### config.mk
export PLATFORM = sky130hd
export DESIGN_NAME = mem_port_arbiter
export DESIGN_NICKNAME = d
export VERILOG_FILES = /design/src/rtl/mem_port_arbiter.sv
export SDC_FILE = /design/constraint.sdc
export NUM_CORES = 1
export LEC_CHECK = 0
export CELL_PAD_IN_SITES_DETAIL_PLACEMENT = 1
export CELL_PAD_IN_SITES_GLOBAL_PLACEMENT = 2
export CORE_MARGIN = 3
export CORE_UTILIZATION = 29
export CTS_BUF_LIST = sky130_fd_sc_hd__clkbuf_8
export DETAILED_ROUTE_END_ITERATION = 8
export PLACE_DENSITY = 0.95
export SETUP_SLACK_MARGIN = 0.05
export SYNTH_ARGS = -nofsm -noshare
export SYNTH_HDL_FRONTEND = slang
export SYNTH_SLANG_ARGS = --single-unit
### constraint.sdc
create_clock -name Clk -period 2.9 [get_ports Clk]
set_input_delay 0.87 -clock Clk [delete_from_list [all_inputs] [get_ports Clk]]
set_output_delay 0.87 -clock Clk [all_outputs]
set_load 0.05 [all_outputs]
### src/rtl/mem_port_arbiter.sv
// mem_port_arbiter: two-requester arbiter/sequencer for a single-ported
// unified instruction/data memory with fixed latency MEM_LAT.
// Fetch (IF) and load/store (MEM) requests are granted round-robin on ties,
// the granted request is held on the m_* bus for MEM_LAT cycles, and the
// result is returned with a one-cycle ack pulse.
// Optional build macro: MEMARB_PERF_EN adds saturating per-port stall-cycle
// counters (if_wait_cnt, mem_wait_cnt).
module mem_port_arbiter #(
  parameter int unsigned MEM_LAT = 2,
  parameter int unsigned CNT_W   = 3
) (
  input  logic        Clk,
  input  logic        R,
`ifdef MEMARB_PERF_EN
  output logic [15:0] if_wait_cnt,
  output logic [15:0] mem_wait_cnt,
`endif
  input  logic        if_req,
  input  logic [31:0] if_addr,
  output logic        if_ack,
  output logic [31:0] if_rdata,
  output logic        if_stall,
  input  logic        mem_req,
  input  logic        mem_rw,
  input  logic [31:0] mem_addr,
  input  logic [31:0] mem_wdata,
  input  logic [1:0]  mem_size,
  input  logic        mem_se,
  output logic        mem_ack,
  output logic [31:0] mem_rdata,
  output logic        mem_stall,
  output logic        m_en,
  output logic        m_rw,
  output logic [31:0] m_addr,
  output logic [31:0] m_wdata,
  output logic [1:0]  m_size,
  output logic        m_se,
  input  logic [31:0] m_rdata
);

  typedef enum logic [1:0] {IDLE, BUSY_IF, BUSY_MEM} state_t;

  localparam logic [CNT_W-1:0] CNT_INIT = CNT_W'(MEM_LAT - 1);
  localparam logic [1:0]       SIZE_WORD = 2'b10;
  localparam logic             GRANT_IF  = 1'b0;
  localparam logic             GRANT_MEM = 1'b1;

  state_t           state;
  logic [CNT_W-1:0] cnt;
  logic             last_grant;

  // A requester is not eligible in its own ack cycle, so a held request
  // cannot be re-granted before the requester has seen the ack.
  logic if_elig, mem_elig, grant_if, grant_mem;

  assign if_elig   = if_req  & ~if_ack;
  assign mem_elig  = mem_req & ~mem_ack;
  assign grant_mem = mem_elig & (~if_elig  | (last_grant == GRANT_IF));
  assign grant_if  = if_elig  & (~mem_elig | (last_grant == GRANT_MEM));

  assign if_stall  = if_req  & ~if_ack;
  assign mem_stall = mem_req & ~mem_ack;

  // Arbitration FSM with registered memory bus, acks and read-data returns.
  // NOTE: all state here is updated with non-blocking assignments so every
  // register samples the pre-edge values regardless of statement order.
  always_ff @(posedge Clk or negedge R) begin
    if (!R) begin
      // NOTE: reset also clears the datapath registers (m_*, rdata) so a
      // mid-access reset leaves nothing stale on the memory bus.
      state      <= IDLE;
      cnt        <= '0;
      last_grant <= GRANT_IF;
      m_en       <= 1'b0;
      m_rw       <= 1'b0;
      m_addr     <= '0;
      m_wdata    <= '0;
      m_size     <= '0;
      m_se       <= 1'b0;
      if_ack     <= 1'b0;
      mem_ack    <= 1'b0;
      if_rdata   <= '0;
      mem_rdata  <= '0;
    end else begin
      if_ack  <= 1'b0;
      mem_ack <= 1'b0;
      case (state)
        IDLE: begin
          if (grant_mem) begin
            m_en       <= 1'b1;
            m_rw       <= mem_rw;
            m_addr     <= mem_addr;
            m_wdata    <= mem_wdata;
            m_size     <= mem_size;
            m_se       <= mem_se;
            cnt        <= CNT_INIT;
            last_grant <= GRANT_MEM;
            state      <= BUSY_MEM;
          end else if (grant_if) begin
            m_en       <= 1'b1;
            m_rw       <= 1'b0;
            m_addr     <= if_addr;
            m_size     <= SIZE_WORD;
            m_se       <= 1'b0;
            cnt        <= CNT_INIT;
            last_grant <= GRANT_IF;
            state      <= BUSY_IF;
          end
        end
        BUSY_IF: begin
          if (cnt == '0) begin
            if_rdata <= m_rdata;
            if_ack   <= 1'b1;
            m_en     <= 1'b0;
            state    <= IDLE;
          end else begin
            cnt <= cnt - 1'b1;
          end
        end
        BUSY_MEM: begin
          if (cnt == '0) begin
            if (!m_rw) mem_rdata <= m_rdata;
            mem_ack <= 1'b1;
            m_en    <= 1'b0;
            state   <= IDLE;
          end else begin
            cnt <= cnt - 1'b1;
          end
        end
        default: begin
          m_en  <= 1'b0;
          state <= IDLE;
        end
      endcase
    end
  end

`ifdef MEMARB_PERF_EN
  // Saturating counts of cycles each requester spends stalled.
  always_ff @(posedge Clk or negedge R) begin
    if (!R) begin
      if_wait_cnt  <= '0;
      mem_wait_cnt <= '0;
    end else begin
      if (if_stall  && (if_wait_cnt  != 16'hFFFF)) if_wait_cnt  <= if_wait_cnt  + 16'd1;
      if (mem_stall && (mem_wait_cnt != 16'hFFFF)) mem_wait_cnt <= mem_wait_cnt + 16'd1;
    end
  end
`endif

endmodule

# Word level (Yosys, flattened, before mapping)
# Cells that the tools add are included.
[totals] reg_bits=141 in_bits=136 out_inout_bits=137 word_cells=65
[op_classes] n_addsub=1 n_eq_ne=5 mux=23 bitwise=12 n_reduce_logical=11
[op_table] op="2-to-1 mux 32 bit" n=2
[op_table] op="2-to-1 mux 1 bit" n=10
[op_table] op="2-to-1 mux 2 bit" n=5
[op_table] op="2-to-1 mux 3 bit" n=3
[op_table] op="AND reduction 2 bit" n=4
[op_table] op="inverter 1 bit" n=6
[op_table] op="case mux 3 bit (2 select lines)" n=1
[op_table] op="AND reduction 3 bit" n=2
[op_table] op="AND 1 bit" n=4
[op_table] op="case mux 2 bit (2 select lines)" n=1
[op_table] op="nonzero test 2 bit" n=2
[op_table] op="zero test 3 bit" n=1
[op_table] op="!= test 3 bit, second input constant" n=1
[op_table] op="subtractor 3 x 1 -> 3 bit, second input constant" n=1
[op_table] op="== test 2 x 1 -> 1 bit, second input constant" n=1
[op_table] op="== test 2 bit, second input constant" n=1
[op_table] op="zero test 2 bit" n=1
[op_table] op="!= test 2 x 1 -> 1 bit, second input constant" n=1
[op_table] op="!= test 2 bit, second input constant" n=1
[op_table] op="bitwise OR 1 bit" n=2
[op_table] op="case mux 1 bit (2 select lines)" n=1
[op_table] op="OR reduction 2 bit" n=1

# Logic depth before layout (Yosys ltp)
[logic_depth] ltp_word=8 ltp_mapped=7

# Least setup slack after synthesis
# Ideal clock, no wire load.
[synth_path] path_type="input-to-output" startpoint="input port mem_req" endpoint="output port mem_stall" arrival_time_ps=1420 required_ps=2030 path_slack_ps=610 path_stages=3 path_buffers=1 path_cell_list="nand2b_1 -> buf_2 -> inv_1"
[synth_between] elab_chain_len=1
[synth_lines] element="from (decl)" line_no="23" text="input logic mem_req,"
[synth_lines] element="AND 1 bit" line_no="62" text="assign mem_stall = mem_req & ~mem_ack;"
[synth_lines] element="to (decl)" line_no="31" text="output logic mem_stall,"
# Every way passes these cells.

# Worst setup path in the final report
[layout_path] startpoint="input port if_req" endpoint="output port if_stall"
[layout_between] elab_chain_len=1
[layout_lines] element="from (decl)" line_no="18" text="input logic if_req,"
[layout_lines] element="AND 1 bit" line_no="61" text="assign if_stall = if_req & ~if_ack;"
[layout_lines] element="to (decl)" line_no="22" text="output logic if_stall,"
# Every way passes these cells.

==> summary.md <==
## Route
- 4.893 — via density per instance
- 19.23 um — routed wire length per instance
- 4 — number of detailed-routing iterations run before antenna repair
- 20130 um — sum of routed wire length over all layers
- 0 — drc violations
- 0 — DRT antenna net count
- 5123 — number of vias in the routed layout
- 180 — drt first-iter violations

## Cells and area
- 2221 — filler cell count
- 0 — diode insertion count for antenna repair
- 55.80% — synthesis-to-finish area growth
- 900 — number of nets at the end of the flow
- 19.56% — share of layout cells above drive strength 1

## Logic synthesis
- 635 — nets in the synthesized netlist
- 141 — number of storage elements in the synthesis netlist
- dfrtp_1 — Most used DFF post-synth
- 0 — Synthesis Warnings
- 12.70 um2 — Syn Area/Cell
- 100.0% — fraction of synthesis flops using an asynchronous set or reset pin
- 56.22% — share of synthesized area occupied by flip-flops and latches
- 56.22% — fraction of synthesized cell area taken by the top area cell type
- 6276 um2 — summed instance area of the synthesized netlist
- 34 — number of unique standard cell types used by synthesis
- dfrtp_1 56%, mux2_2 17%, and3b_1 4.6% — most area-consuming cells after synthesis
- 494 — Post-Synthesis Cells
- dfrtp_1 — area leader, netlist
- 0 — number of synthesized flops with an enable pin

## Clock network
- 0.44 ns — clock latency reported for the late side of the worst-skew pair
- 0 — hold-fix buffer count after cts
- clkbuf_8 — master cell of the clock root buffer
- 4 — number of levels the H-tree was split into
- 17 — TritonCTS buffer count
- 0 — postcts setup bufs
- 0.09 ns — post-CTS clock slew at the launch and capture registers of the worst setup and hold paths
- 2 — CTS Buffer Depth
- 141 — number of clock sinks seen by CTS
- 0 — number of instances resized during post-cts repair
- built — clock tree from TritonCTS

## STA
- 0 ns — final-layout setup total negative slack
- 0 — number of setup violations in the final report
- 2.670 ns — post-route minimum period
- no — unrepaired setup endpoints after global routing
- 0.02040 ns — Setup Skew
- 92.06% — part of the cycle the worst path needs
- 0 — max-slew violation count
- 0 — final hold vios
- 0.5796 ns — Tightest Pin Transition
- 374.6 MHz — upper clock frequency limit
- 61.24% — Max transition margin

## Power and ir drop
- 12.87 mW — total power of the final layout
- 0.7454 mV — worst-case vdd ir drop
- 1316 nW/um2 — Power per Cell Area
- 4.202 nW — Leak

## Setup path
- 2.03 ns — WP data required
- clkdlybuf4s50_1 -> nand2b_1 -> inv_1 -> buf_12 — critical path, cell by cell
- output port — endpoint kind of the worst setup timing path
- buffers and inverters — Worst path top cell family by delay
- 3 — largest fanout on the critical path
- 0.87 ns — minimum setup slack among reg-to-reg paths
- clkdlybuf4s50_1 — slowest stage cell on the critical path
- 3 — number of buffer and inverter stages on the critical path
- input pin — kind of start point of the critical path
- in2out — CP Class
- 1.80 ns — WP data arrival
- 0.51 ns — critical path's largest stage delay

## GRT
- 31800 um — wire length of the first global-routing pass
- 0 — remaining global-route overflow
- 0 — initial antenna violation count
- 16.96% — global routing usage summed across all routing layers
- 47 — pin count of the biggest net entering global routing
- 5632 — number of global-route vias before repair

## Floorplanning
- 21150 um2 — area inside the core boundary
- 153.1 um — die extent in y
- 53 — Rows
- 273 — num ports
- 23440 um2 — full die area
- 153.1 um — floorplan die width
- 29.67% — Initial Utilization

## Status
- finished, final reports clean — status

## Placed design
- 0.7589 — weighted congestion reported at the end of routability-driven placement
- 14250 um — detailed placer's ending HPWL
- 272 — count of input and output buffers

## Run
- 0 — count of max-cap constraint violations

## Worst hold path
- in2async — worst min-delay path category

-- synthesized netlist by cell type (2+ instances only) --
| cell type | number |
|---|---|
| and3_1 | 2 |
| buf_2 | 10 |
| a22o_1 | 3 |
| a221oi_1 | 32 |
| and2_1 | 2 |
| mux2_2 | 93 |
| buf_6 | 3 |
| ha_1 | 5 |
| nor2_1 | 3 |
| and3b_1 | 33 |
| o32ai_1 | 2 |
| nand2_1 | 4 |
| a311oi_1 | 2 |
| mux2_1 | 3 |
| a22oi_1 | 34 |
| a211o_1 | 2 |
| clkbuf_1 | 29 |
| dfrtp_1 | 141 |
| o21ai_0 | 32 |
| inv_1 | 42 |
| nand2b_1 | 4 |
-- logic make-up after synthesis --
family / Yosys count / synth area share [%]
adder cells (fa/ha/maj): 5 / 0.9968
AO/OA/AOI/OAI: 114 / 13.18
buffers and inverters: 85 / 5.702
flip-flops: 141 / 56.22
multiplexers: 96 / 17.22
AND/OR/NAND/NOR: 53 / 6.679
-- report_power, final --
part / internal (mW) / total [mW] / switching [mW]
Clock: 0.724 / 1.62 / 0.896
Combinational: 2.83 / 7.80 / 4.97
Sequential: 2.93 / 3.45 / 0.520
Total: 6.49 / 12.9 / 6.38
-- worst paths after layout --
path	to	from	cells past startpoint
max in group asynchronous	m_wdata[13]$_DFFE_PN0P_	R	2
setup reg to reg	m_wdata[25]$_DFFE_PN0P_	state[0]$_DFFE_PN0P_	6
hold / removal	m_wdata[8]$_DFFE_PN0P_	R	1
setup / recovery	if_stall	if_req	4
hold reg to reg	m_wdata[6]$_DFFE_PN0P_	m_wdata[6]$_DFFE_PN0P_	1
min in group Clk	m_wdata[6]$_DFFE_PN0P_	m_wdata[6]$_DFFE_PN0P_	1
-- layout make-up --
| cell class | instances | area [um2] | share of cell area, % |
|---|---|---|---|
| Sequential cell | 141 | 3528 | 36.08 |
| Timing Repair Buffer | 289 | 2932 | 29.98 |
| Multi-Input combinational cell | 268 | 2410 | 24.64 |
| Tap cell | 275 | 344.1 | 3.519 |
| Clock buffer | 17 | 234.0 | 2.393 |
| Clock inverter | 15 | 172.7 | 1.766 |
| Inverter | 42 | 157.7 | 1.612 |
-- layout by cell type, fill, tap and decap left out, types with 2 or more instances in the layout --
master,instances
a211o_1,2
a221oi_1,32
a22o_1,3
a22oi_1,34
a311oi_1,2
and2_1,2
and3_1,2
and3b_1,33
buf_12,7
buf_4,13
clkbuf_8,17
clkdlybuf4s50_1,268
clkinv_4,3
clkinv_8,2
clkinvlp_4,2
dfrtp_1,141
ha_1,5
inv_1,42
inv_6,4
inv_8,3
mux2_1,3
mux2_2,93
nand2_1,4
nand2b_1,3
nor2_1,3
o21ai_0,32
o32ai_1,2
-- worst register-to-register path: stages (launching register included) --
cell and delay, ns:
dfrtp_1 0.41, inv_1 0.11, ha_1 0.39, inv_1 0.15
nor3_4 0.24, buf_12 0.24, mux2_2 0.39
-- registers in the layout, summed over array words and instances (netlist names) --
signal	cells
state	2
if_rdata	32
m_en	1
m_se	1
m_rw	1
m_addr	32
m_wdata	32
m_size	2
last_grant	1
mem_rdata	32
mem_ack	1
cnt	3
if_ack	1
-- metrics by stage --
step                cells  hold WS (ns)  cell area [um2]  setup WS (ns)  util (%)
detailed placement   1015        0.4774             9371         0.2479     44.30
CTS                  1047        0.3471             9778         0.2147     46.22
global route         1047        0.3454             9778         0.1977     46.22
global placement     1015        0.4690             9371         0.2529     44.30
finish               1047        0.3612             9778         0.2302     46.22
floorplan             494        0.4647             6276         0.6095         -
-- per-layer routing --
| metal | vias to the layer above | GRT usage [%] | part of all wire, % |
|---|---|---|---|
| met5 | - | 0 | 0 |
| met2 | 178 | 28.72 | 50 |
| li1 | 2334 | - | - |
| met1 | 2578 | 20.07 | 40 |
| met3 | 33 | 6.002 | 7.0 |
| met4 | 0 | 5.770 | 2.7 |
No activity file was read; power rests on OpenSTA's default activity.
